### src/rtl/mem_arb_pkg.sv
// Shared types and default limits for the unified-memory arbiter.
package mem_arb_pkg;

  typedef enum logic [1:0] {
    IDLE    = 2'b00,
    BUSY_IF = 2'b01,
    BUSY_D  = 2'b10
  } arb_state_t;

  typedef enum logic {
    OWN_IF = 1'b0,
    OWN_D  = 1'b1
  } arb_owner_t;

  localparam int DEF_STARVE_LIMIT = 4;
  localparam int DEF_TIMEOUT      = 255;

  // Which requester owns the memory while the arbiter sits in a BUSY state.
  function automatic arb_owner_t state_owner(input arb_state_t st);
    return (st == BUSY_D) ? OWN_D : OWN_IF;
  endfunction

endpackage

### src/rtl/mem_arb_wdog.sv
// Up-counter with clear, optional saturation and a hit flag at LIMIT.
// Used both as the fetch starvation counter and the access watchdog.
module mem_arb_wdog #(
  parameter int LIMIT    = 4,
  parameter bit SATURATE = 1'b1
) (
  input  logic clk,
  input  logic rst,
  input  logic clr,
  input  logic inc,
  output logic hit
);

  // Headroom of one count above LIMIT so a non-saturating instance never wraps.
  localparam int CNT_W = $clog2(LIMIT + 2);
  localparam logic [CNT_W-1:0] LIMIT_C = CNT_W'(LIMIT);
  localparam logic [CNT_W-1:0] ONE_C   = CNT_W'(1);

  logic [CNT_W-1:0] count_r;

  // Count register: reset and clear dominate, increment stops at LIMIT when saturating.
  always_ff @(posedge clk) begin
    if (rst) begin
      count_r <= {CNT_W{1'b0}};
    end else if (clr) begin
      count_r <= {CNT_W{1'b0}};
    end else if (inc && !(SATURATE && hit)) begin
      count_r <= count_r + ONE_C;
    end else begin
      count_r <= count_r;
    end
  end

  assign hit = (count_r == LIMIT_C);

endmodule

### src/rtl/mem_arbiter.sv
// Single-outstanding arbiter between instruction fetch and load/store for one
// unified memory; data has priority, bounded by a fetch starvation limit.
module mem_arbiter
  import mem_arb_pkg::*;
#(
  parameter int ADDR_W       = 32,
  parameter int DATA_W       = 32,
  parameter int STARVE_LIMIT = DEF_STARVE_LIMIT,
  parameter int TIMEOUT      = DEF_TIMEOUT
) (
  input  logic                clk,
  input  logic                rst,
  input  logic                if_req,
  input  logic [ADDR_W-1:0]   if_addr,
  output logic                if_gnt,
  output logic                if_rvalid,
  output logic [DATA_W-1:0]   if_rdata,
  output logic                if_err,
  input  logic                d_req,
  input  logic                d_we,
  input  logic [DATA_W/8-1:0] d_be,
  input  logic [ADDR_W-1:0]   d_addr,
  input  logic [DATA_W-1:0]   d_wdata,
  output logic                d_gnt,
  output logic                d_rvalid,
  output logic [DATA_W-1:0]   d_rdata,
  output logic                d_err,
  output logic                mem_en,
  output logic                mem_we,
  output logic [DATA_W/8-1:0] mem_be,
  output logic [ADDR_W-1:0]   mem_addr,
  output logic [DATA_W-1:0]   mem_wdata,
  input  logic [DATA_W-1:0]   mem_rdata,
  input  logic                mem_ready
);

  localparam int BE_W = DATA_W / 8;
  // Fetches are always word aligned.
  localparam logic [ADDR_W-1:0] FETCH_MASK = {{(ADDR_W-2){1'b1}}, 2'b00};

  arb_state_t state_r;
  arb_state_t state_nxt_s;
  arb_owner_t winner_s;
  arb_owner_t owner_s;
  logic       launch_s;
  logic       busy_s;
  logic       done_s;
  logic       abort_s;
  logic       starve_hit_s;
  logic       tmo_hit_s;
  logic       starve_clr_s;
  logic       starve_inc_s;

  assign owner_s      = state_owner(state_r);
  assign starve_clr_s = launch_s && ((winner_s == OWN_IF) || !if_req);
  assign starve_inc_s = launch_s && (winner_s == OWN_D) && if_req;

  mem_arb_wdog #(
    .LIMIT    (STARVE_LIMIT),
    .SATURATE (1'b1)
  ) u_starve (
    .clk (clk),
    .rst (rst),
    .clr (starve_clr_s),
    .inc (starve_inc_s),
    .hit (starve_hit_s)
  );

  mem_arb_wdog #(
    .LIMIT    (TIMEOUT),
    .SATURATE (1'b0)
  ) u_tmo (
    .clk (clk),
    .rst (rst),
    .clr (launch_s),
    .inc (busy_s),
    .hit (tmo_hit_s)
  );

  // State register.
  always_ff @(posedge clk) begin
    if (rst) begin
      state_r <= IDLE;
    end else begin
      state_r <= state_nxt_s;
    end
  end

  // Arbitration, completion and watchdog abort decisions.
  always_comb begin
    state_nxt_s = state_r;
    winner_s    = OWN_D;
    launch_s    = 1'b0;
    busy_s      = 1'b0;
    done_s      = 1'b0;
    abort_s     = 1'b0;
    case (state_r)
      IDLE: begin
        if (d_req && !(starve_hit_s && if_req)) begin
          launch_s    = 1'b1;
          winner_s    = OWN_D;
          state_nxt_s = BUSY_D;
        end else if (if_req) begin
          launch_s    = 1'b1;
          winner_s    = OWN_IF;
          state_nxt_s = BUSY_IF;
        end else begin
          state_nxt_s = IDLE;
        end
      end
      BUSY_IF, BUSY_D: begin
        busy_s = 1'b1;
        // A ready in the timeout cycle still completes normally.
        if (mem_ready) begin
          done_s      = 1'b1;
          state_nxt_s = IDLE;
        end else if (tmo_hit_s) begin
          abort_s     = 1'b1;
          state_nxt_s = IDLE;
        end else begin
          state_nxt_s = state_r;
        end
      end
      default: begin
        state_nxt_s = IDLE;
      end
    endcase
  end

  // Memory-side registers, latched once at launch and held for the whole access.
  always_ff @(posedge clk) begin
    if (rst) begin
      mem_en    <= 1'b0;
      mem_we    <= 1'b0;
      mem_be    <= {BE_W{1'b0}};
      mem_addr  <= {ADDR_W{1'b0}};
      mem_wdata <= {DATA_W{1'b0}};
    end else if (launch_s) begin
      mem_en <= 1'b1;
      if (winner_s == OWN_D) begin
        mem_we    <= d_we;
        mem_be    <= d_be;
        mem_addr  <= d_addr;
        mem_wdata <= d_wdata;
      end else begin
        mem_we    <= 1'b0;
        mem_be    <= {BE_W{1'b1}};
        mem_addr  <= if_addr & FETCH_MASK;
        mem_wdata <= {DATA_W{1'b0}};
      end
    end else if (done_s || abort_s) begin
      mem_en <= 1'b0;
    end else begin
      mem_en <= mem_en;
    end
  end

  // Requester-side grant and completion pulses.
  always_ff @(posedge clk) begin
    if (rst) begin
      if_gnt    <= 1'b0;
      d_gnt     <= 1'b0;
      if_rvalid <= 1'b0;
      d_rvalid  <= 1'b0;
      if_err    <= 1'b0;
      d_err     <= 1'b0;
    end else begin
      if_gnt    <= launch_s && (winner_s == OWN_IF);
      d_gnt     <= launch_s && (winner_s == OWN_D);
      if_rvalid <= (done_s || abort_s) && (owner_s == OWN_IF);
      d_rvalid  <= (done_s || abort_s) && (owner_s == OWN_D);
      if_err    <= abort_s && (owner_s == OWN_IF);
      d_err     <= abort_s && (owner_s == OWN_D);
    end
  end

  // Read data capture; aborts and stores return zero.
  always_ff @(posedge clk) begin
    if (rst) begin
      if_rdata <= {DATA_W{1'b0}};
      d_rdata  <= {DATA_W{1'b0}};
    end else if (done_s && (owner_s == OWN_IF)) begin
      if_rdata <= mem_rdata;
    end else if (abort_s && (owner_s == OWN_IF)) begin
      if_rdata <= {DATA_W{1'b0}};
    end else if (done_s && (owner_s == OWN_D)) begin
      d_rdata <= mem_we ? {DATA_W{1'b0}} : mem_rdata;
    end else if (abort_s && (owner_s == OWN_D)) begin
      d_rdata <= {DATA_W{1'b0}};
    end else begin
      if_rdata <= if_rdata;
      d_rdata  <= d_rdata;
    end
  end

endmodule

### config.mk
export PLATFORM = sky130hd
export DESIGN_NAME = mem_arbiter
export DESIGN_NICKNAME = d
export VERILOG_FILES = /design/src/rtl/mem_arb_pkg.sv /design/src/rtl/mem_arb_wdog.sv /design/src/rtl/mem_arbiter.sv
export SDC_FILE = /design/constraint.sdc
export NUM_CORES = 1
export LEC_CHECK = 0
export ABC_CLOCK_PERIOD_IN_PS = 6050
export CAP_MARGIN = 10
export CELL_PAD_IN_SITES_DETAIL_PLACEMENT = 0
export CELL_PAD_IN_SITES_GLOBAL_PLACEMENT = 2
export CORE_AREA = 4 4 219 114
export DETAILED_ROUTE_END_ITERATION = 8
export DIE_AREA = 0 0 223 118
export HOLD_SLACK_MARGIN = 0.02
export PLACE_DENSITY = 0.87
export SLEW_MARGIN = 10
export SYNTH_ARGS = -nofsm -noshare
export SYNTH_HDL_FRONTEND = slang
export SYNTH_HIERARCHICAL = 1
export SYNTH_SLANG_ARGS = --single-unit
export TNS_END_PERCENT = 10
### constraint.sdc
create_clock -name clk -period 6.05 [get_ports clk]
set_input_delay 1.21 -clock clk [delete_from_list [all_inputs] [get_ports clk]]
set_output_delay 1.21 -clock clk [all_outputs]
set_load 0.01 [all_outputs]
==> results of run 1 <==
[sequential cells by signal, indices dropped and copies added (netlist names)]
name	count
d_rdata	32
if_rdata	32
mem_addr	32
mem_wdata	32
u_tmo/count_r	9
mem_be	4
u_starve/count_r	3
state_r	2
d_err	1
d_gnt	1
d_rvalid	1
if_err	1
if_gnt	1
if_rvalid	1
mem_en	1
mem_we	1
[synthesized netlist by cell type (4+ instances only)]
cell type and instances:
a21oi_1 9, or3_1 5, buf_2 19, a211oi_2 28
o2bb2ai_1 31, dfxtp_1 154, clkbuf_1 30, inv_1 7
nor3b_1 37, mux2i_1 7, o21ai_0 33, nor3_1 45
a32o_1 32, a22o_1 29, nand3_1 4, nor2_1 15
ha_1 6, nand2_1 37
[routing by layer]
layer  vias to the layer above  share of wire  track usage
li1                       2621              -            -
met1                      2623           0.41        0.180
met2                       110           0.54        0.291
met3                        23          0.034       0.0326
met4                         0          0.019       0.0508
met5                         -              0            0
[layout by cell type (no fill, tap or decap), types with 3 or more instances in the layout]
cell type,instances
nand4_1,3
clkdlybuf4s50_1,275
nor3b_1,37
inv_1,6
nand2_1,37
a211oi_2,28
clkbuf_16,17
o2bb2ai_1,31
a22o_1,29
bufinv_16,3
or3_1,5
xor2_1,3
a21oi_1,7
nor2_1,13
buf_4,12
mux2i_1,7
clkinv_2,4
ha_1,6
dfxtp_1,154
nand3_1,4
a32o_1,32
nor3_1,44
o21ai_0,33
a211oi_1,3
[worst paths after layout]
path / end / slack, ps / cells past startpoint
max: d_err / 2900 / 6
min: state_r[0] / 450 / 2
max reg2reg: u_starve/count_r[1] / 2970 / 8
min reg2reg: state_r[0] / 450 / 2
[kinds of logic (layout without fill, tap and decap cells)]
family / count (synthesis) / in the layout / synth area share
muxes: 9 / 9 / 0.0157
buffers and inverters: 60 / 327 / 0.0460
xor gates and xnor gates: 4 / 4 / 0.00593
AOI/OAI and AO/OA: 174 / 174 / 0.254
adders and majority gates: 6 / 6 / 0.0127
DFF: 154 / 154 / 0.522
and+or+nand+nor: 156 / 156 / 0.144
[power by group]
part | internal, mW | leakage [nW] | switching (mW)
sequential | 1.07 | 1.26 | 0.0304
clock | 0.671 | 0.297 | 0.435
combinational | 0.251 | 1.76 | 0.215
[critical path: cells and delay by family]
kind | cells | cell delay, ps
AND/OR/NAND/NOR | 2 | 380
buffers and inverters | 4 | 1870
[cell type report]
type                       instances  area [sq um]
clock buffer                      21           460
sequential                       154          3080
tap                              307           384
multi-input combinational        349          2580
clock inverter                    11           144
inverter                           7          26.3
fill                            2173         13300
timing repair buffer             288          2860
[per-stage QoR]
step                      instance area (sq um)  instances  setup WS (ps)
after floorplan                            5910        563           3200
after global placement                     8910       1104           2490
after detailed placement                   8910       1104           2460
after CTS                                  9520       1136           2910
after global routing                       9530       1137           2680
final                                      9530       1137           2900
==> results.tsv, run 1 <==
metric	value	unit
clkTransAtPathRegs	70	ps
yosysTopAreaCell	dfxtp_1	
die_area	26300	sq um
nets	961	
cts_root_buffer	clkbuf_16	
drive_above_1_share	0.100	
start_util	0.259	
hold_class	register to register	
drtIter0Drc	380	
grt_max_degree	54	
cts_buffer_depth	2	
grt_pass1_vias	5443	
cp_slowest_cell	inv_2	
timing.fmax	317	MHz
ant_nets	0	
worst_pin_slew	1110	ps
io_pins	278	
ys_seq_elements	154	
core	22800	sq um
finClkSkew	7.19	ps
synth-edff-count	0	
area_growth	61.4	%
diodes	0	
dp_hpwl	15000	um
cts_num_sinks	154	
whs	451	ps
path_cells	clkdlybuf4s50_1 -> buf_4 -> inv_2 -> buf_4 -> nand3_1 -> nor3_1	
critPathKind	input pin to register	
htree_levels	4	
leakage	3.32	nW
setup_viol	0	
worst_path_largest_cell_delay	690	ps
dr.pass1.iters	4	
fin_crit	3150	ps
period_share	0.521	
yosys.area.top_type_share	0.522	
synth_area	5910	sq um
cp-end-kind	register	
antenna_found_initial	0	
fin_tns_setup	0	ps
drv_cap	0	
cts_resized	0	
worstReg2RegStart	state_r[0]	
ys.flop_type	dfxtp_1	
cts_buffers	17	
ys_types	41	
gp_congestion	0.748	
relSlewSlack	0.261	
port_buffers	275	
via_count	5377	
cts_tree	yes	
arrival	3480	ps
die_x	223	um
final_util	0.418	
cp.required	6380	ps
p_per_area	281	nW/um^2
drc	0	
cp_common_cell	buf_4	
overflow	0	
finalWirelength	21200	um
status	complete, no violations	
worstHoldStart	state_r[0]	
via_per_inst	4.73	
rows	39	
syn_nets	707	
post_drt_wl_per_cell	18.7	um
postCtsSetupRepairBufs	0	
crit_fanout	53	
critPathLaunchType	input pin	
clk_latency	420	ps
ys_seq_area_frac	0.522	
hold_viol_final	0	
p_total	2.68	mW
grtUsageTotal	0.157	
postSynthCellCount	563	
cts.hold.buffers_added	0	
maxSlewViolCount	0	
die_h	118	um
rsz0062_at_grt	false	
grt_pass1_wl	32700	um
synthArstFlopShare	0	
ys_warn_count	6	
crit_start	rst	
synthTopCellsByArea	dfxtp_1, a211oi_2, a32o_1	
ir_worst_vdd	0.174	mV
synth_area_per_cell	10.5	sq um
Power figures use the tool's default switching activity.
==> run 2: changes to the inputs <==
Settings changed: ABC_CLOCK_PERIOD_IN_PS 6050 to 3250, CORE_AREA 4 4 219 114 to 4 4 227 118, DIE_AREA 0 0 223 118 to 0 0 231 122, PLACE_DENSITY 0.87 to 0.82.
Clock period 6.05 ns to 3.25 ns, I/O delays scaled along.
==> run 2 against run 1 <==
Die area rose by 7.1%. Worst setup slack got worse by 2100 ps. Total power rose by 88%. Critical path depth did not move. Final cell count rose by 3.7%. Non-clock buffer count rose by 5. Combinational power rose by 91%. Core utilization fell by 3.0 points. Global-route usage fell by 0.73 points. Sequential cell count did not move. Largest cell class unchanged.
==> results.tsv, run 2 (synthesis gave the netlist of run 1 again) <==
metric	value	unit
status	complete, no violations	
drc	0	
final_util	0.389	
die_area	28200	sq um
drtIter0Drc	250	
die_x	231	um
dp_hpwl	15300	um
final_common_cell	clkdlybuf4s50_1	
grt_pass1_wl	32100	um
r2r_slack	800	ps
core	24800	sq um
p_clk_frac	0.414	
worst_pin_slew	684	ps
via_count	5427	
cts_tree	yes	
p_switching	1.32	mW
port_buffers	275	
critPathLaunchType	register	
rows	41	
crit_fanout	14	
diodes	0	
crit_path_end	u_starve/count_r[1]	
via_per_inst	4.60	
cts_root_buffer	clkbuf_16	
post_drt_wl_per_cell	18.2	um
wl_met1	10900	um
cp-end-kind	register	
nets	966	
timing.fmax	408	MHz
switching_share	0.262	
grt_pass1_vias	5392	
overflow	0	
area_growth	63.3	%
setup_slack	797	ps
p_per_area	521	nW/um^2
wl_met3	1410	um
power_frac_seq	0.410	
timing.rr.end	u_starve/count_r[1]	
cts_buffers	17	
top_layer_used	met4	
ir_worst_vdd	0.276	mV
htree_levels	4	
rsz0062_at_grt	false	
critPathKind	register to register	
arrival	2760	ps
clkTransAtPathRegs	60	ps
leakage	3.34	nW
hold_viol_final	0	
cts_resized	0	
finalWirelength	21500	um
cp.required	3560	ps
hold_class	register to register	
preCtsSetupSlack	468	ps
cts_num_sinks	154	
postCtsSetupRepairBufs	0	
ff2ff_path_depth	6	
clk_latency	430	ps
fin_tns_setup	0	ps
fin_crit	2450	ps
relSlewSlack	0.540	
grt_max_degree	63	
p_int	3.71	mW
period_share	0.755	
worstReg2RegStart	state_r[0]	
cts_buffer_depth	2	
cts.hold.buffers_added	0	
crit_start	state_r[0]	
route.met2.wl	8990	um
antenna_found_initial	0	
worstHoldStart	state_r[0]	
setup_viol	0	
io_pins	278	
finClkSkew	9.96	ps
maxSlewViolCount	0	
ant_nets	0	
final_cell_mix	clkdlybuf4s50_1, dfxtp_1, nor3_1, nand2_1, nor3b_1	
start_util	0.238	
grtUsageTotal	0.149	
drv_cap	0	
gp_congestion	0.720	
combPwrFrac	0.177	
drive_above_1_share	0.109	
dr.pass1.iters	4	
die_h	122	um
whs_path_depth	2	
-- run 2: changes by cell type in the layout (fill, tap and decap cells not counted), moves of 2 or more --
cell	delta
buf_12	+2
clkinv_4	-2
clkinvlp_4	+5
clkinv_2	-3
inv_6	+2
buf_4	+4
-- run 2: power by group through the flow --
stage	combinational (mW)	sequential, mW	clock [mW]
after floorplan	0.332	2.14	0
after global placement	0.894	2.10	0
after detailed placement	0.895	2.10	0
after CTS	0.899	2.06	2.16
after global routing	0.953	2.07	2.24
final	0.888	2.06	2.08
-- run 2: layout make-up --
class                      instances  area, sq um
clock buffer                      19          443
tap                              344          430
inverter                           7         26.3
multi-input combinational        349         2580
clock inverter                    13          166
timing repair buffer             293         2910
fill                            2502        15200
sequential                       154         3080
-- run 2: critical path: stages (launching register included) --
cell      delay [ps]
dfxtp_1          310
inv_1             80
ha_1             480
o21a_2           420
a21boi_0         610
nor3b_1          120
mux2_1           320
-- run 2: how the worst min path moves through the flow --
stage,to,slack (ps)
after detailed placement,state_r[0],440
after floorplan,state_r[0],430
after CTS,state_r[0],450
after global routing,if_rdata[26],470
after global placement,if_rdata[30],440
final,state_r[0],450
-- run 2: per-layer routing --
metal / vias up / global-route usage
met1: 2614 / 0.212
met4: 0 / 0.0371
li1: 2635 / -
met2: 164 / 0.218
met5: - / 0
met3: 14 / 0.0502
-- run 2: per-stage QoR --
| step | std cells | instance area (sq um) | hold slack, ps | total power, mW |
|---|---|---|---|---|
| 2_1_floorplan | 563 | 5910 | 432 | 2.48 |
| 3_3_place_gp | 1147 | 9040 | 436 | 2.99 |
| 3_5_place_dp | 1147 | 9040 | 444 | 2.99 |
| 4_1_cts | 1179 | 9650 | 452 | 5.12 |
| 5_1_grt | 1179 | 9650 | 471 | 5.27 |
| 6_report | 1179 | 9650 | 453 | 5.03 |
==> run 3: changes to the inputs <==
Settings changed: ABC_CLOCK_PERIOD_IN_PS 3250 to 2100, CORE_AREA 4 4 227 118 to 4 4 243 126, DIE_AREA 0 0 231 122 to 0 0 247 130, PLACE_DENSITY 0.82 to 0.76.
Clock period 3.25 ns to 2.1 ns, I/O delays scaled along.
==> run 3 against run 2 <==
Die area up 14%. Final cell count up 5.3%. Register-to-register slack worse by 600 ps. Global-route usage down 1.5 points. Largest cell class is now buffers. Clock skew down 2.3 ps. Combinational power up 63%. Critical path depth down 5. Routed wire length up 1.7%. Design area up 2.6%. Sequential share of layout area down 0.82 points. Worst setup slack worse by 600 ps.
==> results.tsv, run 3 (synthesis gave the netlist of run 1 again) <==
metric	value	unit
worst_pin_slew	595	ps
area_growth	67.6	%
dp_hpwl	15800	um
overflow	0	
fill_cells	2874	
cp_slowest_cell	clkdlybuf4s50_1	
grt_pass1_vias	5487	
hold_class	register to register	
final_area	9900	sq um
relSlewSlack	0.602	
ff2ff_path_depth	8	
cts_tree	yes	
die_area	32100	sq um
antenna_found_initial	0	
drc	0	
gp_congestion	0.708	
final_util	0.346	
htree_levels	4	
postCtsSetupRepairBufs	0	
leakage	3.46	nW
final_common_cell	clkdlybuf4s50_1	
port_buffers	275	
drv_cap	0	
cts_num_sinks	154	
fin_crit	1900	ps
crit_start	mem_we	
cp.required	1680	ps
r2r_slack	200	ps
critPathKind	register to primary output	
finClkSkew	7.69	ps
drtIter0Drc	285	
cp.depth	1	
crit_fanout	3	
cts_buffers	17	
via_count	5465	
rows	44	
path_cells	clkdlybuf4s50_1	
die_x	247	um
hold_viol_final	0	
dpl-instance-area	9310	sq um
worstHoldStart	if_rdata[30]	
core	28600	sq um
clkTransAtPathRegs	70	ps
finalWirelength	21900	um
io_pins	278	
cp_top_family	buffers and inverters	
dr.pass1.iters	4	
ant_nets	0	
cts_buffer_depth	2	
timing.fmax	525	MHz
critPathLaunchType	register	
grt_max_degree	66	
ir_worst_vdd	0.542	mV
grt_pass1_wl	33300	um
diodes	0	
cts.hold.buffers_added	0	
timing.rr.end	u_starve/count_r[1]	
status	complete, no violations	
arrival	1480	ps
worst_path_largest_cell_delay	610	ps
die_h	130	um
rsz0062_at_grt	false	
preCtsSetupSlack	-76.6	ps
start_util	0.207	
drive_above_1_share	0.127	
setup_viol	0	
setup_slack	195	ps
crit_path_end	mem_we	
maxSlewViolCount	0	
final_cell_mix	clkdlybuf4s50_1, dfxtp_1, nor3_1, nand2_1, nor3b_1	
path_buf_inv	1	
clk_latency	430	ps
period_share	0.907	
grtUsageTotal	0.135	
nets	982	
cts_root_buffer	clkbuf_16	
post_drt_wl_per_cell	17.6	um
worstReg2RegStart	u_starve/count_r[0]	
p_per_area	776	nW/um^2
via_per_inst	4.40	
cp-end-kind	primary output	
## run 3: cell count changes in the layout (fill, tap and decap cells not counted), moves of 2 or more
cell	change
buf_12	+7
buf_4	+8
bufinv_16	-2
clkbuf_8	+2
clkinv_4	+5
clkinvlp_4	-4
inv_6	-2
## run 3: through the flow
step	setup TNS (ps)	power, mW	cells	hold slack, ps
finish	0	7.68	1241	453
global route	0	8.09	1241	474
CTS	0	7.84	1241	458
detailed placement	-148	4.70	1210	441
global placement	-74.2	4.70	1210	438
floorplan	0	3.83	563	432
## run 3: layout make-up
class                           instances  area [sq um]  share of cell area
Inverter                                7          26.3             0.00265
Timing Repair Buffer                  309          3120               0.316
Clock inverter                         11           114              0.0115
Tap cell                              391           489              0.0494
Multi-Input combinational cell        349          2600               0.262
Clock buffer                           20           467              0.0471
Sequential cell                       154          3080               0.311
## run 3: timing repair
item	CTS	global route
resized for setup	0	2
hold endpoints to repair	0	0
setup endpoints to repair	0	7
## run 3: metal layers
layer	GRT usage	part of all wire	vias to the layer above
met5	0	0	-
met2	0.202	0.43	133
met4	0.0320	0.0096	0
met1	0.191	0.50	2647
li1	-	-	2669
met3	0.0396	0.055	16
## run 3: worst min-delay path by stage
stage | endpoint | depth (start not counted)
6_report | if_rdata[30] | 1
2_1_floorplan | state_r[0] | 2
3_3_place_gp | if_rdata[30] | 1
4_1_cts | if_rdata[30] | 1
5_1_grt | if_rdata[30] | 1
3_5_place_dp | if_rdata[30] | 1
## run 3: report_power, final
group | internal, mW | leakage [nW] | total (mW) | switching, mW
clock network | 1.74 | 0.281 | 3.05 | 1.32
registers | 3.10 | 1.26 | 3.18 | 0.0886
logic | 0.794 | 1.92 | 1.45 | 0.652
total | 5.63 | 3.46 | 7.68 | 2.06
